<file path="src/rtl/pack_if.sv">
// pack_if: word-stream input and packed-vector output handshake bundle for pack.
interface pack_if #(parameter int W = 8, parameter int D = 4);
    logic           s_valid;
    logic           s_ready;
    logic [W-1:0]   s_data;
    logic           s_last;
    logic           m_valid;
    logic           m_ready;
    logic [D*W-1:0] m_data;
    logic [D-1:0]   m_keep;
    modport slave (input s_valid, s_data, s_last, m_ready, output s_ready, m_valid, m_data, m_keep);
    modport master (output s_valid, s_data, s_last, m_ready, input s_ready, m_valid, m_data, m_keep);
endinterface

</file>
<file path="src/rtl/pack.sv">
// pack: gathers D W-bit words into one D*W vector; accumulator plus output register give two vectors of slack.
module pack #(
    parameter int W = 8,
    parameter int D = 4
) (
    input logic   clk,
    input logic   rst,
    pack_if.slave bus
);
    localparam int IW = D > 1 ? $clog2(D) : 1;
    logic [IW-1:0]  idx;
    logic [D*W-1:0] lanes, nxt_lanes, m_data;
    logic [D-1:0]   acc_keep, nxt_keep, m_keep;
    logic           acc_full, m_valid, xfer, close, drain;
    assign bus.s_ready = !acc_full && !rst;
    assign bus.m_valid = m_valid;
    assign bus.m_data  = m_data;
    assign bus.m_keep  = m_keep;
    assign xfer  = bus.s_valid && bus.s_ready;
    assign close = xfer && (idx == IW'(D - 1) || bus.s_last);
    assign drain = m_valid && bus.m_ready;
    // Lanes above idx are already zero because lanes are cleared on every close.
    always_comb begin
        for (int i = 0; i < D; i++) begin
            nxt_lanes[i*W +: W] = (idx == IW'(i)) ? bus.s_data : lanes[i*W +: W];
            nxt_keep[i]         = IW'(i) <= idx;
        end
    end
    always_ff @(posedge clk) begin
        if (rst) begin
            idx      <= '0;
            lanes    <= '0;
            acc_keep <= '0;
            acc_full <= 1'b0;
            m_valid  <= 1'b0;
            m_data   <= '0;
            m_keep   <= '0;
        end else begin
            if (xfer)
                idx <= close ? '0 : idx + IW'(1);
            if (drain && acc_full) begin
                m_data   <= lanes;
                m_keep   <= acc_keep;
                lanes    <= '0;
                acc_full <= 1'b0;
            end else if (close && !(m_valid && !bus.m_ready)) begin
                m_data  <= nxt_lanes;
                m_keep  <= nxt_keep;
                m_valid <= 1'b1;
                lanes   <= '0;
            end else begin
                if (drain)
                    m_valid <= 1'b0;
                if (close) begin
                    lanes    <= nxt_lanes;
                    acc_keep <= nxt_keep;
                    acc_full <= 1'b1;
                end else if (xfer) begin
                    lanes <= nxt_lanes;
                end
            end
        end
    end
endmodule

</file>
<file path="src/flat_wrapper.sv">
// flat-port wrapper written by rule: the top's interface ports become plain ports
module pack_flat 
#(
    parameter int W = 8,
    parameter int D = 4
)
  (clk, rst, bus_s_valid, bus_s_data, bus_s_last, bus_m_ready, bus_s_ready, bus_m_valid, bus_m_data, bus_m_keep);
  pack_if #(.W(W), .D(D)) bus_i ();
  input logic clk;
  input logic rst;
  input wire logic [$bits(bus_i.s_valid)-1:0] bus_s_valid;
  input wire logic [$bits(bus_i.s_data)-1:0] bus_s_data;
  input wire logic [$bits(bus_i.s_last)-1:0] bus_s_last;
  input wire logic [$bits(bus_i.m_ready)-1:0] bus_m_ready;
  output wire logic [$bits(bus_i.s_ready)-1:0] bus_s_ready;
  output wire logic [$bits(bus_i.m_valid)-1:0] bus_m_valid;
  output wire logic [$bits(bus_i.m_data)-1:0] bus_m_data;
  output wire logic [$bits(bus_i.m_keep)-1:0] bus_m_keep;
  assign bus_i.s_valid = bus_s_valid;
  assign bus_i.s_data = bus_s_data;
  assign bus_i.s_last = bus_s_last;
  assign bus_i.m_ready = bus_m_ready;
  assign bus_s_ready = bus_i.s_ready;
  assign bus_m_valid = bus_i.m_valid;
  assign bus_m_data = bus_i.m_data;
  assign bus_m_keep = bus_i.m_keep;
  pack #(.W(W), .D(D)) u_core (.clk(clk), .rst(rst), .bus(bus_i));
endmodule
</file>
<file path="config.mk">
export PLATFORM = sky130hd
export DESIGN_NAME = pack_flat
export DESIGN_NICKNAME = d
export VERILOG_FILES = /design/src/rtl/pack_if.sv /design/src/rtl/pack.sv /design/src/flat_wrapper.sv
export SDC_FILE = /design/constraint.sdc
export NUM_CORES = 1
export LEC_CHECK = 0
export ABC_AREA = 0
export CAP_MARGIN = 20
export CORE_MARGIN = 3
export CORE_UTILIZATION = 35
export DETAILED_ROUTE_END_ITERATION = 8
export DONT_BUFFER_PORTS = 1
export GPL_TIMING_DRIVEN = 0
export PLACE_DENSITY = 0.45
export SLEW_MARGIN = 0
export SYNTH_ARGS = -nofsm -noshare
export SYNTH_HDL_FRONTEND = slang
export SYNTH_SLANG_ARGS = --single-unit
</file>
<file path="constraint.sdc">
create_clock -name clk -period 2.5 [get_ports clk]
set_input_delay 0.125 -clock clk [delete_from_list [all_inputs] [get_ports clk]]
set_output_delay 0.125 -clock clk [all_outputs]
set_load 0.005 [all_outputs]
</file>
== After elaboration in Yosys (flattened, before gate mapping) ==
Cells that the tools add are included.
W data, S select, Z words.

* Reductions and logical operators: 21
* Muxes and demuxes: 13
* Add/sub/neg operators: 1
* Equal/unequal tests: 3
* Bitwise logic cells: 2
* $lt $le $gt $ge: 4

{| class="wikitable"
|+ Operators by type and width
! kind !! number
|-
| $mux W32 || 4
|-
| $mux W8 || 4
|-
| $mux W4 || 2
|-
| $logic_and A1 B1 Y1 || 7
|-
| $reduce_bool A2 Y1 || 3
|-
| $eq A2 B2 Y1 const B || 2
|-
| $le A1 B2 Y1 const A || 2
|-
| $le A2 B2 Y1 const A || 2
|-
| $logic_not A1 Y1 || 4
|-
| $reduce_and A2 Y1 || 2
|-
| $reduce_and A3 Y1 || 1
|-
| $reduce_or A3 Y1 || 1
|-
| $add A2 B1 Y2 const B || 1
|-
| $eq A2 B1 Y1 const B || 1
|-
| $logic_not A2 Y1 || 1
|-
| $mux W1 || 2
|-
| $mux W2 || 1
|-
| $not A1 Y1 || 2
|-
| $reduce_or A2 Y1 || 1
|-
| $logic_or A1 B1 Y1 || 1
|}

* Input port bits: 13
* Register bits after elaboration: 76
* Word-level logic and storage cells: 51

== Longest topological paths before layout ==
* Word-level depth: 7
* Depth in mapped cells: 6
* Depth with buffers taken out: 5

== Worst setup path after synthesis ==
OpenSTA, ideal clock, no wires.

* Path type: flip-flop to flip-flop
* Start point: register u_core.idx[0]
* End point: register u_core.m_data[21], in the netlist u_core.bus.m_data[21]
* Data required time: 2352 ps
* Path slack: 770 ps
* Path buffers: 1
* Data arrival time: 1582 ps
* Stages on the path, launching flop included: 6
* Period minus slack after synthesis: 1730 ps
* Cell sequence: dfxtp_1 > ha_1 > or2_2 > nand3_1 > clkbuf_1 > o221ai_1

* Word-level cells in the longest chain between the ends: 5
* Elaborated cells on any way between the ends: 9
* Those cells by class: eq/ne: 2; mux: 3; reduce/logical: 4

{| class="wikitable"
|+ RTL lines
! what !! RTL line !! RTL
|-
| start, declared || pack.sv:11 || <nowiki>logic [IW-1:0] idx;</nowiki>
|-
| start signal, assigned || pack.sv:40 || <nowiki>idx <= close ? '0 : idx + IW'(1);</nowiki>
|-
| $eq A2 B2 Y1 || pack.sv:20 || <nowiki>assign close = xfer && (idx == IW'(D - 1) || bus.s_last);</nowiki>
|-
| $logic_or A1 B1 Y1 || pack.sv:20 ||
|-
| $logic_and A1 B1 Y1 || pack.sv:20 ||
|-
| $logic_and A1 B1 Y1 || pack.sv:46 || <nowiki>end else if (close && !(m_valid && !bus.m_ready)) begin</nowiki>
|-
| $reduce_bool A2 Y1 (no source line) || -- ||
|-
| end signal, assigned || pack.sv:42 || <nowiki>m_data <= lanes;</nowiki>
|-
| end signal, assigned || pack.sv:47 || <nowiki>m_data <= nxt_lanes;</nowiki>
|-
| end, declared || pack.sv:12 || <nowiki>logic [D*W-1:0] lanes, nxt_lanes, m_data;</nowiki>
|}

Several ways; a longest one is shown, not always the timed one. The select of a mux whose other input is x is not followed.
A chain may end at the register's enable or synchronous reset.

== Worst setup path after layout ==
* Start point: register u_core.acc_full
* End point: register u_core.lanes[13]

* Word-level cells in the longest chain between the ends: 6
* Elaborated cells on any way between the ends: 9
* Those cells by class: mux: 1; reduce/logical: 8

{| class="wikitable"
|+ RTL lines
! what !! RTL line !! RTL
|-
| start, declared || pack.sv:14 || <nowiki>logic acc_full, m_valid, xfer, close, drain;</nowiki>
|-
| start signal, assigned || pack.sv:34 || <nowiki>acc_full <= 1'b0;</nowiki>
|-
| start signal, assigned || pack.sv:45 || <nowiki>acc_full <= 1'b0;</nowiki>
|-
| start signal, assigned || pack.sv:57 || <nowiki>acc_full <= 1'b1;</nowiki>
|-
| $logic_not A1 Y1 || pack.sv:15 || <nowiki>assign bus.s_ready = !acc_full && !rst;</nowiki>
|-
| $logic_and A1 B1 Y1 || pack.sv:15 ||
|-
| $logic_and A1 B1 Y1 || pack.sv:19 || <nowiki>assign xfer = bus.s_valid && bus.s_ready;</nowiki>
|-
| $logic_and A1 B1 Y1 || pack.sv:20 ||
|-
| $logic_and A1 B1 Y1 || pack.sv:46 ||
|-
| $reduce_or A3 Y1 (no source line) || -- ||
|-
| end signal, assigned || pack.sv:55 || <nowiki>lanes <= nxt_lanes;</nowiki>
|-
| end signal, assigned || pack.sv:59 || <nowiki>lanes <= nxt_lanes;</nowiki>
|-
| end, declared || pack.sv:12 ||
|}

Several ways; a longest one is shown, not always the timed one.

==> results <==
- The worst register-to-register path begins at u_core.acc_full$_SDFFE_PP0P_.
- The worst hold path belongs to the class in2reg.
- The number of antenna violations at the first check in global routing is 0.
- The average instance in the mapped netlist occupies 9.48 µm².
- In this run the tool buffered the top-level ports with 0 buffer cells.
- The area after detailed placement is roughly 3400 µm².
- The finished cells cover between 3000 and 4000 µm².
- The setup total negative slack is 0 ps.
- The floorplan row count is 34.
- The worst-case IR drop observed on VDD is around 290 µV.
- The clock tree root driver cell is sky130_fd_sc_hd__clkbuf_8.
- The max-cap violation count is 0.
- The number of antenna diodes in the final layout is 0.
- Timing analysis after detailed placement gives a worst setup slack of between 200 and 250 ps.
- The initial core utilization is 0.370.
- The warning count from the yosys run is 0.
- Setup repair after global routing left no endpoint under its margin.
- The final routed DRC violation total is 0.
- The global-route usage over all layers is 0.177.
- The chip height is 103 µm.
- The largest total area in the synthesized netlist belongs to sky130_fd_sc_hd__dfxtp_1.
- The element type at the critical path end is a register.
- The maximum clock frequency is approximately 430 MHz.
- Once detailed placement completed, the half-perimeter wirelength came to 6000 µm.
- The power density over cell area is about 670 nW/µm².
- The number of nets in the layout is ~380.
- For this run, global-route usage on met2 was measured as 0.264.
- The worst-skew pair later-pin latency is about 350 ps.
- For this run, the slowest stage of the critical path takes 530 ps.
- The standby leakage power is around 0.0012 µW.
- The area added between synthesis and finish is 9.83%.
- For this run, global-route usage on met3 was measured as 0.0557.
- The number of inserted filler cells in the final layout is between 800 and 900.
- Entering global routing, the biggest net connects 13 pins.
- The aggregate global routing overflow is 0.
- Power comes to about 2400 µW.
- The fraction of post-synthesis cell area in the top cell type by area is 0.460.
- For the pin with the worst max-slew slack, the measured transition is between 800 and 900 ps.
- The first global-routing pass estimated ~14000 µm of wire.
- Measured against its own limit, the worst slew margin works out to 0.455.
- The critical path data arrival time is roughly 2500 ps.
- The part of the Yosys area used for sequential elements is 0.460.
- The largest delay contributor family on the critical path is buffers and inverters.
- The critical path goes through clkbuf_1, nor3b_2, clkbuf_1, clkbuf_1, a211oi_1.
- The critical path startpoint is u_core.acc_full$_SDFFE_PP0P_.
- Final hold analysis gives a worst-case slack of between 20 and 30 ps.
- The worst clock skew on the final layout is between 9 and 10 ps.
- Dividing the final minimum period by the clock period gives 0.926.
- The number of top-level pins is 51.
- The residual antenna-violating net count after detailed routing is 0.
- The cell area that synthesis handed to floorplanning was around 3300 µm².
- The total of endpoints with negative setup slack in the final report is 0.
- The classification of the worst setup path is reg2reg.
- The worst-case clock buffer depth is 2.
- The first-iteration detailed-routing DRC count is between 100 and 150.
- In the global route stage, met1 resource usage came out at 0.248.
- By area the synthesized netlist is led by sky130_fd_sc_hd__dfxtp_1, sky130_fd_sc_hd__mux2i_1, sky130_fd_sc_hd__a211oi_1.
- The number of global-route vias before repair is ~2600.
- The startpoint identified for the worst hold timing path is bus_m_ready.
- The number of H-tree branching levels is 3.
- The required time at the endpoint of the critical path is about 2700 ps.
- Along the worst path, the maximum fanout reaches 10.
- Summing over every cut layer, the via total after detailed routing is ~2600.
- The average detailed-routed wire length per instance is roughly 19 µm.
- The clock input transition at the sequential cells of the worst setup and hold paths is 80 ps.
- Routability-driven placement finished with a final weighted congestion of 0.713.
- The placeable core region is 8930 µm².
- The number of sinks driven by the clock tree is 76.
- The smallest clock period supported by the final layout is computed as ~2300 ps.
- The first TritonRoute pass finished after 4 iterations.
- The worst setup path is launched from a register.
- Among all stages on the critical path, the largest delay is contributed by sky130_fd_sc_hd__nor3b_2.
- The clock tree from TritonCTS is built.
- The number of distinct library cells after synthesis is 36.
- The cell count after synthesis came out at 349.
- After global routing, the most crowded layer is met2.
- The max-slew violation total from the final report was 0.
- The worst path setup slack after routing is between 150 and 200 ps.
- The die covers between 10000 and 15000 µm².
- The final count of hold timing violations is 0.
- The run finished with clean final reports.
- In the final layout, the share of cells above drive strength 1 is 0.0984.
- Synthesis inferred 76 register bits.
- Counting stages on the worst path, the most repeated cell is sky130_fd_sc_hd__clkbuf_1.
- The total wire length after detailed routing is between 8000 and 9000 µm.
- The number of buffers created by CTS is 9.
- The die extent in x is about 100 µm.
- The buffer count from post-CTS setup fixing is 0.
- The number of nets handed over by synthesis was 367.
- The buffers plus inverters on the worst setup path is 3.
- The via-per-instance ratio is around 5.4.
[power breakdown]
| part | switching [µW] | internal [µW] | total, µW |
|---|---|---|---|
| logic | 148 | 93.0 | 241 |
| registers | 43.1 | 1270 | 1310 |
| clock network | 469 | 413 | 882 |
[layout make-up]
type | count | area [µm²] | share of cell area
multi-input cells | 210 | 1510 | 0.417
well taps | 108 | 135 | 0.0372
clock buffers | 12 | 155 | 0.0427
repair buffers | 1 | 10.0 | 0.00275
plain buffers | 27 | 139 | 0.0382
inverters | 36 | 135 | 0.0372
flip-flops and latches | 76 | 1520 | 0.419
clock inverters | 4 | 23.8 | 0.00654
[worst paths after layout]
path | endpoint | slack [ps] | depth (start not counted)
max | u_core.lanes[13]$_SDFFE_PP0P_ | 190 | 5
min | u_core.bus.m_valid$_SDFFE_PP0P_ | 30 | 3
max reg2reg | u_core.lanes[13]$_SDFFE_PP0P_ | 190 | 5
min reg2reg | u_core.acc_keep[2]$_SDFFE_PP0P_ | 470 | 2
[metrics by stage]
step	util	std cells
floorplan	-	349
global placement	0.385	457
detailed placement	0.385	457
CTS	0.407	474
global route	0.407	474
finish	0.407	474
[cell usage after synthesis, drive strengths merged]
cell    number
mux2i       36
o221a        1
nor2b        1
nor3b        1
o221ai      32
a221oi       1
buf         10
or3b         1
nand3        5
a31oi        2
o21a         2
clkbuf      17
nand2       37
dfxtp       76
ha           5
nor3         1
a311o        1
inv         35
o21ai        3
a211oi      32
o311ai       1
nor2        35
and4b        2
o31ai        5
o211ai       1
a211o        1
a21oi        1
nand2b       1
and3         1
clkinv       1
or2          1
[logic make-up after synthesis]
group,share of synthesized area
and+or+nand+nor,0.111
buffers and inverters,0.0825
muxes,0.109
adders and majority gates,0.0189
AOI/OAI and AO/OA,0.219
DFF,0.460
[flip-flops by register name, indices dropped and copies added, names as in the netlist]
register            cells
u_core.acc_keep         4
u_core.bus.m_data      32
u_core.acc_full         1
u_core.lanes           32
u_core.bus.m_keep       4
u_core.bus.m_valid      1
u_core.idx              2
[layout by cell type (no fill, tap or decap), drive strengths merged, types with 2 or more instances in the layout]
master / instances
nand3: 5
o21a: 2
o31ai: 5
o21ai: 3
ha: 5
a211oi: 32
a31oi: 2
clkinv: 5
dfxtp: 76
nor2: 35
nand2: 37
o221ai: 32
clkbuf: 29
inv: 35
buf: 10
and4b: 2
mux2i: 36
[worst min-delay path, stage by stage]
cell,delay (ps)
sky130_fd_sc_hd__inv_1,30
sky130_fd_sc_hd__o21ai_0,60
sky130_fd_sc_hd__a21oi_1,120
[what timing repair did]
action                                 in CTS  in global routing
endpoints found under the hold margin       1                  0
setup endpoints to repair                   0                 10
resized for setup                           0                  2
hold buffers                                1                  0
[routing by layer]
metal	wire (µm)	share of wire
met1	4330	0.49
met2	3840	0.43
met3	597	0.067
met4	100	0.011
met5	0	0
Note: power is estimated with default switching activity, not from simulation.
